File: src/rtl/lcell_circuit_tester.sv
// Exhaustive truth-table sequencer for a 4-in/1-out evolved LCELL netlist that may oscillate.
// Optional multi-sample instability detection is built when STABILITY_CHECK_EN is defined.
module lcell_circuit_tester #(
  parameter int unsigned IN_W       = 4,
  parameter int unsigned SETTLE_CYC = 16,
  parameter int unsigned SAMPLES    = 8,
  parameter int unsigned CNT_W      = 8
) (
  input  logic                 clk_i,
  input  logic                 rst_i,
  input  logic                 start_i,
  input  logic [2**IN_W-1:0]   expected_i,
  output logic [IN_W-1:0]      cut_in_o,
  input  logic                 cut_out_i,
  output logic                 busy_o,
  output logic                 done_o,
  output logic                 pass_o,
  output logic [2**IN_W-1:0]   mismatch_o,
  output logic [2**IN_W-1:0]   unstable_o
);

  localparam int unsigned NumVec = 2**IN_W;
  localparam logic [IN_W:0] LastVec = (IN_W+1)'(NumVec - 1);
  localparam logic [CNT_W-1:0] SettleLast = CNT_W'(SETTLE_CYC - 1);
`ifdef STABILITY_CHECK_EN
  localparam logic [CNT_W-1:0] SampleLast = CNT_W'(SAMPLES - 1);
`else
  // Exactly one sample per vector when instability is not being measured.
  localparam logic [CNT_W-1:0] SampleLast = CNT_W'(SAMPLES / SAMPLES - 1);
`endif

  typedef enum logic [2:0] {
    StIdle,
    StSettle,
    StSample,
    StEval,
    StDone
  } state_e;

  state_e              state_q;
  logic [CNT_W-1:0]    cnt_q;
  logic [IN_W:0]       vec_q;
  logic [NumVec-1:0]   exp_q;
  logic [NumVec-1:0]   mismatch_q;
  logic                busy_q;
  logic                done_q;
  logic                pass_q;
  logic [1:0]          sync_q;
  logic                cut_sync;
  logic [IN_W-1:0]     vidx;

`ifdef STABILITY_CHECK_EN
  logic [NumVec-1:0]   unstable_q;
  logic                s0_q;
`endif

  assign cut_sync = sync_q[1];
  assign vidx     = vec_q[IN_W-1:0];

  // The CUT output is asynchronous and may oscillate; never sample it directly.
  always_ff @(posedge clk_i) begin
    if (rst_i) begin
      sync_q <= '0;
    end else begin
      sync_q <= {sync_q[0], cut_out_i};
    end
  end

  always_ff @(posedge clk_i) begin
    if (rst_i) begin
      state_q    <= StIdle;
      cnt_q      <= '0;
      vec_q      <= '0;
      exp_q      <= '0;
      mismatch_q <= '0;
      busy_q     <= 1'b0;
      done_q     <= 1'b0;
      pass_q     <= 1'b0;
`ifdef STABILITY_CHECK_EN
      unstable_q <= '0;
      s0_q       <= 1'b0;
`endif
    end else begin
      done_q <= 1'b0;
      unique case (state_q)
        StIdle: begin
          if (start_i) begin
            state_q    <= StSettle;
            busy_q     <= 1'b1;
            cnt_q      <= '0;
            vec_q      <= '0;
            exp_q      <= expected_i;
            mismatch_q <= '0;
            pass_q     <= 1'b0;
`ifdef STABILITY_CHECK_EN
            unstable_q <= '0;
`endif
          end
        end
        StSettle: begin
          if (cnt_q == SettleLast) begin
            cnt_q   <= '0;
            state_q <= StSample;
          end else begin
            cnt_q <= cnt_q + 1'b1;
          end
        end
        StSample: begin
          if (cut_sync != exp_q[vidx]) begin
            mismatch_q[vidx] <= 1'b1;
          end
`ifdef STABILITY_CHECK_EN
          // First sample is the reference every later sample must agree with.
          if (cnt_q == '0) begin
            s0_q <= cut_sync;
          end else if (cut_sync != s0_q) begin
            unstable_q[vidx] <= 1'b1;
          end
`endif
          if (cnt_q == SampleLast) begin
            cnt_q   <= '0;
            state_q <= StEval;
          end else begin
            cnt_q <= cnt_q + 1'b1;
          end
        end
        StEval: begin
          if (vec_q == LastVec) begin
            state_q <= StDone;
          end else begin
            vec_q   <= vec_q + 1'b1;
            state_q <= StSettle;
          end
        end
        StDone: begin
          done_q  <= 1'b1;
          busy_q  <= 1'b0;
          pass_q  <= ~|mismatch_q & ~|unstable_o;
          vec_q   <= '0;
          state_q <= StIdle;
        end
        default: state_q <= StIdle;
      endcase
    end
  end

  assign cut_in_o   = vec_q[IN_W-1:0];
  assign busy_o     = busy_q;
  assign done_o     = done_q;
  assign pass_o     = pass_q;
  assign mismatch_o = mismatch_q;
`ifdef STABILITY_CHECK_EN
  assign unstable_o = unstable_q;
`else
  assign unstable_o = '0;
`endif

endmodule
File: config.mk
export PLATFORM = sky130hd
export DESIGN_NAME = lcell_circuit_tester
export DESIGN_NICKNAME = d
export VERILOG_FILES = /design/src/rtl/lcell_circuit_tester.sv
export SDC_FILE = /design/constraint.sdc
export NUM_CORES = 1
export LEC_CHECK = 0
export CAP_MARGIN = 20
export CORE_ASPECT_RATIO = 1.4
export CORE_UTILIZATION = 45
export CTS_CLUSTER_SIZE = 24
export DETAILED_ROUTE_END_ITERATION = 8
export GPL_ROUTABILITY_DRIVEN = 0
export PLACE_DENSITY = 0.76
export REMOVE_ABC_BUFFERS = 1
export SLEW_MARGIN = 10
export SYNTH_ARGS = -nofsm -noshare
export SYNTH_HDL_FRONTEND = slang
export SYNTH_SLANG_ARGS = --single-unit
File: constraint.sdc
create_clock -name clk_i -period 2.1 [get_ports clk_i]
set_clock_uncertainty 0.05 [all_clocks]
set_input_delay 0.42 -clock clk_i [delete_from_list [all_inputs] [get_ports clk_i]]
set_output_delay 0.42 -clock clk_i [all_outputs]
set_load 0.02 [all_outputs]
-- Word level (Yosys, flattened, before mapping)
Cells that the tools add are included.
- register bits: 53
- bits of input ports: 20
- word-level logic and storage cells: 65
- add/subtract/negate cells: 2
- magnitude comparators: 2
- equal/unequal tests: 12
- multiplexer cells: 24
- bitwise logic cells: 1
- reduce and logical (&&, ||, !) cells: 15
- operator list (kind ; count):
    $mux W16 ; 2
    $pmux W16 S2 ; 1
    $mux W8 ; 3
    $pmux W8 S3 ; 1
    $or A16 B16 Y16 ; 1
    $reduce_or A16 Y1 ; 1
    $pmux W5 S3 ; 1
    $mux W3 ; 4
    $pmux W3 S4 ; 1
    $mux W5 ; 2
    $ne A2 B2 Y1 const B ; 5
    $reduce_and A3 Y1 ; 3
    $add A8 B1 Y8 const B ; 1
    $eq A8 B4 Y1 const B ; 1
    $logic_not A8 Y1 ; 1
    $eq A3 B2 Y1 const B ; 2
    $reduce_and A2 Y1 ; 3
    $reduce_bool A3 Y1 ; 2
    $add A5 B1 Y5 const B ; 1
    $eq A5 B4 Y1 const B ; 1
    $lt A4 B5 Y1 const B ; 1
    $mux W1 ; 5
    $bmux W1 S4 ; 1
    $demux W1 S4 ; 1
    9 further kinds ; 11

-- Logic depth before layout (Yosys ltp)
Gate-level depths: netlist of the first run.
- word-level depth: 7
- depth in mapped cells: 8
- mapped depth without buffers: 7

-- Worst setup path after synthesis of the first run
OpenSTA, ideal clock, no wires.
- kind: register to register
- start: register vec_q[0]
- end: register vec_q[3]
- library setup time: 0.119 ns
- arrival: 1.976 ns
- slack: -0.045 ns
- stages on the path, launching flop included: 8
- buffers on the path: 0
- period minus slack after synthesis: 2.145 ns
- cells stage by stage: dfxtp_1 ha_1 and3_1 ha_1 o311ai_1 nand4_1 xor2_1 nor2_1
- cells in the longest elaborated chain, start to end: 3
- elaborated cells between the ends (all ways): 6
- ends and longest elaborated chain (what ; RTL line ; RTL):
    start: declaration ; 42 ; logic [IN_W:0] vec_q;
    start signal: assignment ; 131 ; vec_q <= vec_q + 1'b1;
    $add A5 B1 Y5 or $eq A5 B4 Y1 (tied branches) ; 131, 128 ;
    $mux W5 or $ne A2 B2 Y1 (tied branches) ; - ;
    $pmux W5 S3 or $reduce_and A3 Y1 (tied branches) ; - ;
Parallel ways exist; a longest one is shown, timed or not. The select of a mux whose other input is x is not followed.
A chain may end at the register's enable or synchronous reset.

-- Final worst setup path of the first run
- start: register vec_q[1]
- end: register mismatch_q[0], in the netlist mismatch_o[0]
- cells in the longest elaborated chain, start to end: 7
- elaborated cells between the ends (all ways): 13
- ends and longest elaborated chain (what ; RTL line ; RTL):
    $lt A4 B5 Y1 (implied by the code) or $ge A4 B1 Y1 (tied branches) ; 110 ; mismatch_q[vidx] <= 1'b1;
    $logic_and A1 B1 Y1 (implied by the code) ; 110 ;
    $mux W1 (implied by the code) ; 110 ;
    $demux W1 S4 ; 110 ;
    $or A16 B16 Y16 (no source line) ; - ;
    $mux W16 ; 109 ; if (cut_sync != exp_q[vidx]) begin
    $pmux W16 S2 ; 85 ; unique case (state_q)
    end signal: assignment ; 75 ; mismatch_q <= '0;
    end signal: assignment ; 93 ; mismatch_q <= '0;
    end signal: indexed assignment ; 110 ;
    end: declaration ; 44 ; logic [NumVec-1:0] mismatch_q;
Parallel ways exist; a longest one is shown, timed or not. The select of a mux whose other input is x is not followed.

==> run summary, run 1 <==
Final worst slack: 104 ps
Commonest cells post-synth: dfxtp_1 (53), nand2_1 (46), a21oi_1 (29)
Initial DRT Pass Iterations: 4
Final WL: 5150 µm
Tcrit/Tclk final: 0.950
Largest net degree at the start of global routing: 22
CTS Sinks: 53
Share of synthesized registers carrying an async set or reset: 0
Post-synth EDFFs: 0
Die Area: 5920 µm²
WL/cell: 12.9 µm
Setup violators final: 0
Pwr Density: 620 nW/µm²
Critical Setup Path Class: flip-flop to flip-flop
RSZ-0062 raised after global routing: no
Total Nets Final: 360
Post-synth top area cell: dfxtp_1
Library cells used by synthesis: 45
Worst-Margin Slew: 1010 ps
Syn Inst Count: 284
GRT Residual Overflow: 0
TritonCTS buffer count: 5
Relative slew slack: 0.326
CTS tree: built
Drt via density: 5.21
Tmin final: 2000 ps
Most used DFF post-synth: dfxtp_1
First-pass GRT wire length: 8780 µm
Max cap viols: 0
Result of the run: completed
Core area: 5280 µm²
CP Max Fanout: 16
# port buffers: 42
Worst hold margin: 394 ps
Max-slew violation count: 0
Synth Warn #: 0
Startpoint Class: flip-flop
Worst Hold Class: flip-flop to flip-flop
CTS H-tree lvls: 2
Synth Cell Area: 2530 µm²
Clock latency on the worst-skew pair: 300 ps
Post-Syn Area per Cell: 8.89 µm²
F_max: 501 MHz
Clk root buf: clkbuf_8
Die Y: 90.7 µm
Cell with the most instances after synthesis: dfxtp_1
CP required: 2250 ps
Antenna-violating nets left: 0
Sequential cell area fraction in the yosys report: 0.420
Antenna diodes: 0
Static leakage: 1.20 nW
Final hold vios: 0
Drt initial violations: 95
Final instance area: 3180 µm²
Syn-to-layout area delta: 26.1%
Final core occ: 0.604
Initial antenna violation count: 0
CTS Buffer Depth: 2
Vias: 2079
Initial core utilization: 0.479
Critical Path Sink Type: flip-flop
Clock slew at reported path FFs: 90 ps
Top Ports: 59
Arrival time at the worst endpoint: 2150 ps
Fraction of layout cells with a size suffix above 1: 0.123
Post-route setup TNS: 0 ps
GRT Overall Usage: 0.191
Chip width: 65.3 µm
Setup WS pre-CTS: -170 ps
Drc violations: 0
Flop and latch count out of synthesis: 53
Detailed Place HPWL: 3760 µm
Row Count: 31
Number of global-route vias before repair: 1870
Peak supply drop: 0.000456 V
Top-area cell type share of the netlist area: 0.420
Area after DPL: 3010 µm²
Synth top area cells: dfxtp_1 (42%), nand2_1 (6.8%), a32o_1 (6.3%), buf_4 (5.9%), a21oi_1 (5.7%)
-- cells by family after synthesis --
family / share of synthesized area
and+or+nand+nor: 0.193
DFF: 0.420
xor gates and xnor gates: 0.0173
muxes: 0.0495
AOI/OAI and AO/OA: 0.179
other: 0.00148
adders and majority gates: 0.0347
buffers and inverters: 0.105
-- worst max-delay path, stage by stage (launching register included) --
cell and delay, ps:
dfxtp_1 350, buf_4 230, mux2i_1 100, mux4_2 500, xor2_2 180, a22oi_4 100, buf_12 170, a32o_1 210
-- placed cells by master, fill, tap and decap left out, drive strengths merged, types with 7 or more instances in the layout --
cell type      Yosys  final
nand2             46     46
mux2i              8      8
a21oi             29     29
nor2              15     15
dfxtp             53     53
a32o              16     16
buf               26     22
inv                8      8
nand3              8      8
ha                 7      7
clkdlybuf4s50      0     42
conb               1     16
-- what timing repair did --
action	in CTS	in global routing
pin swaps	1	0
endpoints found under the setup margin	19	24
hold buffers	0	0
gates resized for setup	1	6
buffers inserted	1	0
-- sequential cells by signal (all words and copies together), names as in the netlist --
signal and cells:
vec_q 5, cnt_q 8, pass_o 1, mismatch_o 16, busy_o 1, state_q 3, exp_q 16, sync_q 2
done_o 1
-- final timing paths --
kind	start	to	slack, ps	cells after the start
setup / recovery	vec_q[1]$_SDFFE_PP0P_	mismatch_o[0]$_SDFFE_PP0P_	100	7
hold / removal	sync_q[0]$_SDFF_PP0_	sync_q[1]$_SDFF_PP0_	390	1
setup reg to reg	vec_q[1]$_SDFFE_PP0P_	mismatch_o[0]$_SDFFE_PP0P_	100	7
hold reg to reg	sync_q[0]$_SDFF_PP0_	sync_q[1]$_SDFF_PP0_	390	1
-- metrics by stage --
stage               total power [mW]  std cells
finish                          1.97        399
global route                    2.08        399
CTS                             1.98        399
detailed placement              1.33        391
global placement                1.32        391
floorplan                       1.22        262
-- routing by layer --
layer | vias to the layer above | global-route usage | routed length, µm
met3 | 7 | 0.0467 | 200
met2 | 50 | 0.329 | 2740
li1 | 1061 | - | -
met5 | - | 0 | 0
met4 | 0 | 0.0670 | 83
met1 | 961 | 0.225 | 2130
-- layout make-up --
| type | instances | area (µm²) |
|---|---|---|
| tap | 66 | 82.6 |
| clock inverter | 2 | 35.0 |
| clock buffer | 5 | 68.8 |
| inverter | 8 | 30.0 |
| timing repair buffer | 64 | 598 |
| fill | 487 | 2090 |
| multi-input combinational | 201 | 1310 |
| sequential | 53 | 1060 |
-- where the power goes --
group	switching, mW	internal [mW]
Clock	0.314	0.347
Combinational	0.142	0.113
Sequential	0.0218	1.04
Total	0.478	1.50
Note: power is estimated with default switching activity, not from simulation.
==> run 2, diff against run 1 <==
- CORE_MARGIN: unset -> 3
==> run 2 against run 1 <==
Non-clock buffer count grew 4. Maximum frequency shrank 0.98%. First-iteration DRC count shrank 24%. Global-route usage shrank 3.3 points. Critical path depth shrank 6. Final cell count grew 1.3%.
==> run summary, run 2 (synthesis results as in run 1) <==
Min-delay src: sync_q[0]$_SDFF_PP0_
Antenna-violating nets left: 0 (unchanged)
Drt initial violations: 72 (-24%)
Final hold vios: 0 (unchanged)
Chip width: 69.3 µm (+6.1%)
Tcrit/Tclk final: 0.960 (+0.00945)
TritonCTS buffer count: 5 (unchanged)
CTS Hold Buffers Added: 0 (unchanged)
Syn-to-layout area delta: 24.8%
Row Count: 31 (unchanged)
GRT Overall Usage: 0.159 (-0.0329)
Static leakage: 1.20 nW (-0.25%)
Result of the run: completed
Met2 Wirelength: 2730 µm (-0.44%)
R2R depth: 8 (+1)
Total Nets Final: 364 (+1.1%)
Worst hold margin: 392 ps (-2.22 ps)
Fill cells: 477 (-2.1%)
DR top layer: met4
Initial antenna violation count: 0 (unchanged)
Clk root buf: clkbuf_8
Die Y: 94.7 µm (+4.4%)
Critical-path cell list: clkdlybuf4s50_1
Final worst slack: 84.1 ps (-19.8 ps)
Core area: 5310 µm² (+0.74%)
Max-slew violation count: 0 (unchanged)
Hold path depth: 1 (unchanged)
Final WL: 5260 µm (+2.1%)
Worst-Margin Slew: 1000 ps (-7.67 ps)
CTS tree: built
Drc violations: 0 (unchanged)
CP required: 1630 ps (-620 ps)
Reg2reg start: vec_q[1]$_SDFFE_PP0P_
Crit-path leading delay family: buffers and inverters
Peak supply drop: 0.000405 V (-11%)
R2r setup slk: 140 ps (+40 ps)
Critical Path Max Stage Delay: 680 ps (+180 ps)
CTS Buffer Depth: 2 (unchanged)
Arrival time at the worst endpoint: 1550 ps (-600 ps)
Setup violators final: 0 (unchanged)
Tmin final: 2020 ps (+19.8 ps)
CP Launch Point: vec_q[3]$_SDFFE_PP0P_
Worst Hold Class: flip-flop to flip-flop
CP Max Fanout: 9 (-7)
DR WL met3: 271 µm (+36%)
Total Power: 1.87 mW (-5.0%)
Critical Setup Path Class: flip-flop to output port
CTS Sinks: 53 (unchanged)
WHS Endpoint: sync_q[1]$_SDFF_PP0_
Post-route setup TNS: 0 ps (unchanged)
Worst path depth: 1 (-6)
Die Area: 6560 µm² (+11%)
Antenna diodes: 0 (unchanged)
Worst R2R End: vec_q[3]$_SDFFE_PP0P_
WL/cell: 13.0 µm (+0.87%)
Largest net degree at the start of global routing: 21 (-4.5%)
# port buffers: 42 (unchanged)
CP bufs+invs: 1 (-1)
Pwr Density: 595 nW/µm² (-4.1%)
Fraction of layout cells with a size suffix above 1: 0.127 (+0.00410)
Slowest CP cell: clkdlybuf4s50_1
Detailed Place HPWL: 3990 µm (+6.0%)
Startpoint Class: flip-flop
Vias: 2128 (+2.4%)
Clock slew at reported path FFs: 100 ps (about the same)
Number of global-route vias before repair: 1869 (-0.053%)
Final core occ: 0.593 (-0.0103)
Most common cell after layout, fill and taps aside: dfxtp_1
Top Ports: 59 (unchanged)
Clock latency on the worst-skew pair: 310 ps (about the same)
F_max: 496 MHz (-0.98%)
Initial core utilization: 0.475 (-0.00350)
Critical Path Sink Type: output port
Initial DRT Pass Iterations: 4 (unchanged)
Max cap viols: 0 (unchanged)
Setup WS pre-CTS: -178 ps (-8.09 ps)
Drt via density: 5.27 (+1.1%)
Most frequent cells in the layout: dfxtp_1 (52), nand2_1 (46), clkdlybuf4s50_1 (42)
First-pass GRT wire length: 8310 µm (-5.3%)
GRT Residual Overflow: 0 (unchanged)
Wl on met1: 2130 µm (+0.23%)
CTS H-tree lvls: 2 (unchanged)
Relative slew slack: 0.331 (+0.00513)
## run 2: cell types whose count changed in the layout (fill, tap and decap cells not counted)
cell / change
clkinv_2: +1
or4_4: -1
xor2_1: +2
buf_4: +4
o311ai_1: +1
o41ai_2: +1
o41ai_4: -1
o311ai_4: -1
xor2_2: -2
dfxtp_1: -1
or4_1: +1
bufinv_16: -1
dfxtp_4: +1
clkinvlp_4: +1
## run 2: how the worst max path moves through the flow
stage,endpoint
global placement,mismatch_o[1]$_SDFFE_PP0P_
detailed placement,mismatch_o[6]$_SDFFE_PP0P_
finish,cut_in_o[3]
CTS,mismatch_o[5]$_SDFFE_PP0P_
floorplan,vec_q[3]$_SDFFE_PP0P_
global route,cut_in_o[3]
## run 2: final cells by class
type                    instances  area [µm²]  share of cell area
multi-input cells             201        1260               0.400
flip-flops and latches         53        1060               0.338
repair buffers                 68         628               0.199
well taps                      66        82.6              0.0262
clock buffers                   5        68.8              0.0218
inverters                       8        30.0             0.00952
clock inverters                 3        17.5             0.00556
## run 2: per-layer routing
layer,global-route usage,vias to the layer above
met5,0,-
met4,0.0749,0
met3,0.0415,10
met1,0.169,987
li1,-,1067
met2,0.291,64
## run 2: through the flow
stage	std cells	cell area, µm²
floorplan	262	2350
global placement	395	3040
detailed placement	395	3040
CTS	403	3130
global route	404	3150
finish	404	3150
## run 2: power breakdown
part	switching (mW)	leakage (nW)	internal [mW]
Combinational	0.138	0.721	0.113
Sequential	0.0232	0.432	1.03
Clock	0.335	0.0439	0.231
## run 2: what timing repair did
item / CTS / global route
buffers inserted: 0 / 1
gates resized for setup: 1 / 2
endpoints found under the setup margin: 19 / 22
pin swaps: 1 / 1
==> run 3, diff against run 2 <==
- CORE_UTILIZATION: 45 -> 38
- CTS_CLUSTER_DIAMETER: unset -> 50
- PLACE_DENSITY: 0.76 -> 0.66
==> run 3 against run 2 <==
Final area up 1.7%. Worst setup slack improved by 51 ps. Die area increased by 17%. Sequential power is essentially flat. Critical path depth rose by 6. Clock power is 1% lower. Worst hold slack improved by 14 ps.
==> run summary, run 3 (synthesis results as in run 1) <==
Clk root buf: clkbuf_8
Max cap viols: 0 (unchanged)
M3 GR Usage: 0.0276 (-0.0140)
Largest net degree at the start of global routing: 22 (+4.8%)
R2R depth: 7 (-1)
CTS Sinks: 53 (unchanged)
Final instance area: 3210 µm² (+1.7%)
GRT Residual Overflow: 0 (unchanged)
Clock latency on the worst-skew pair: 310 ps (about the same)
Tcrit/Tclk final: 0.936 (-0.0244)
Critical Path Sink Type: flip-flop
Busiest grt layer: met2
Startpoint Class: flip-flop
Comb power frac: 0.141 (+0.007)
Drt via density: 5.08 (-3.5%)
Setup WS pre-CTS: -161 ps (+17.8 ps)
Initial antenna violation count: 0 (unchanged)
Worst R2R End: mismatch_o[3]$_SDFFE_PP0P_
CTS H-tree lvls: 2 (unchanged)
Antenna diodes: 0 (unchanged)
Total Power: 1.88 mW (about the same)
CTS Buffer Depth: 2 (unchanged)
Core area: 6340 µm² (+19%)
WL/cell: 12.8 µm (-1.7%)
CP Launch Point: vec_q[1]$_SDFFE_PP0P_
First-pass GRT wire length: 8630 µm (+3.9%)
Critical Path Max Stage Delay: 490 ps (-190 ps)
Vias: 2099 (-1.4%)
CP Max Fanout: 16 (+7)
Tmin final: 1960 ps (-51.3 ps)
Relative slew slack: 0.349 (+0.0178)
Syn-to-layout area delta: 26.9%
Max-slew violation count: 0 (unchanged)
Clock network fraction of design power: 0.298 (-0.004)
Worst Hold Class: flip-flop to flip-flop
Post-route setup TNS: 0 ps (unchanged)
Final WL: 5290 µm (+0.51%)
Sequential Power Share: 0.561 (-0.003)
Initial core utilization: 0.399 (-0.0769)
Slowest CP cell: mux4_2
Total Nets Final: 367 (+0.82%)
Result of the run: completed
Initial DRT Pass Iterations: 4 (unchanged)
Crit-path leading delay family: multiplexers
TritonCTS buffer count: 5 (unchanged)
Chip width: 74.9 µm (+8.1%)
Most frequent cells in the layout: dfxtp_1 (53), nand2_1 (46), clkdlybuf4s50_1 (42)
CTS Hold Buffers Added: 0 (unchanged)
Peak supply drop: 0.000310 V (-23%)
Final core occ: 0.506 (-0.0876)
CP required: 2260 ps (+630 ps)
Number of global-route vias before repair: 1974 (+5.6%)
GRT Overall Usage: 0.143 (-0.0151)
CP bufs+invs: 2 (+1)
CTS tree: built
Critical-path cell list: buf_6 > mux2i_1 > mux4_2 > xor2_2 > a22oi_4 > buf_12 > a32o_1
Clock slew at reported path FFs: 90 ps (about the same)
Sw Pwr: 0.492 mW (-0.85%)
Sw frac: 0.262 (-0.00239)
GR Util met2: 0.256 (-0.0349)
# port buffers: 42 (unchanged)
Antenna-violating nets left: 0 (unchanged)
Final hold vios: 0 (unchanged)
Critical Setup Path Class: flip-flop to flip-flop
Int Power: 1.38 mW (+0.37%)
Final worst slack: 135 ps (+51.3 ps)
Non-filler cells, final: 413 (+2.2%)
Reg2reg start: vec_q[1]$_SDFFE_PP0P_
Setup violators final: 0 (unchanged)
Drc violations: 0 (unchanged)
Static leakage: 1.22 nW (+2.0%)
DP Cell Count: 404 (+2.3%)
Most common cell after layout, fill and taps aside: dfxtp_1
Area after DPL: 3070 µm² (+0.99%)
Pwr Density: 585 nW/µm² (-1.6%)
Die Area: 7680 µm² (+17%)
RSZ-0062 raised after global routing: no
Die Y: 102 µm (+8.3%)
Met1 global-route usage: 0.166 (-0.00288)
Arrival time at the worst endpoint: 2120 ps (+570 ps)
Fraction of layout cells with a size suffix above 1: 0.141 (+0.0135)
Crit path to: mismatch_o[3]$_SDFFE_PP0P_
Worst-Margin Slew: 973 ps (-26.7 ps)
R2r setup slk: 140 ps (about the same)
Detailed Place HPWL: 3960 µm (-0.60%)
Drt initial violations: 86 (+19%)
Worst hold margin: 406 ps (+14.1 ps)
Row Count: 34 (+9.7%)
Top Ports: 59 (unchanged)
Fill cells: 624 (+31%)
Worst path depth: 7 (+6)
F_max: 509 MHz (+2.6%)
[run 3: cell type report]
type | count | area, µm² | share of cell area
Clock buffer | 5 | 68.8 | 0.0215
Clock inverter | 3 | 17.5 | 0.00546
Inverter | 8 | 30.0 | 0.00937
Multi-Input combinational cell | 201 | 1280 | 0.400
Sequential cell | 53 | 1060 | 0.331
Tap cell | 72 | 90.1 | 0.0281
Timing Repair Buffer | 71 | 654 | 0.204
[run 3: routing by layer]
layer,vias up,part of all wire,wire length (µm)
met2,51,0.53,2790
li1,1073,-,-
met3,5,0.044,231
met4,0,0.015,77
met5,-,0,0
met1,970,0.41,2190
[run 3: worst min-delay path by stage]
stage,from,to,slack [ps],depth (start not counted)
floorplan,sync_q[0]$_SDFF_PP0_,sync_q[1]$_SDFF_PP0_,360,1
global placement,sync_q[0]$_SDFF_PP0_,sync_q[1]$_SDFF_PP0_,370,1
detailed placement,sync_q[0]$_SDFF_PP0_,sync_q[1]$_SDFF_PP0_,390,1
CTS,sync_q[0]$_SDFF_PP0_,sync_q[1]$_SDFF_PP0_,410,1
global route,exp_q[0]$_SDFFE_PP0P_,exp_q[0]$_SDFFE_PP0P_,430,2
finish,sync_q[0]$_SDFF_PP0_,sync_q[1]$_SDFF_PP0_,410,1
[run 3: power groups by stage]
stage	clock (mW)	sequential [mW]	combinational, mW
after floorplan	0	1.09	0.135
after global placement	0	1.07	0.258
after detailed placement	0	1.08	0.261
after CTS	0.583	1.05	0.264
after global routing	0.616	1.06	0.294
final	0.559	1.05	0.264
[run 3: worst reg2reg max path: cells and delay by family (launching register included)]
kind	cells	cell delay (ps)
muxes	2	590
DFF	1	370
buffers and inverters	2	360
AOI/OAI and AO/OA	2	310
xor gates and xnor gates	1	190
[run 3: repair_timing]
| item | CTS | global route |
|---|---|---|
| setup endpoints to repair | 20 | 18 |
| setup buffers | 1 | 0 |
| gates resized for setup | 1 | 4 |
| pin swaps | 1 | 0 |
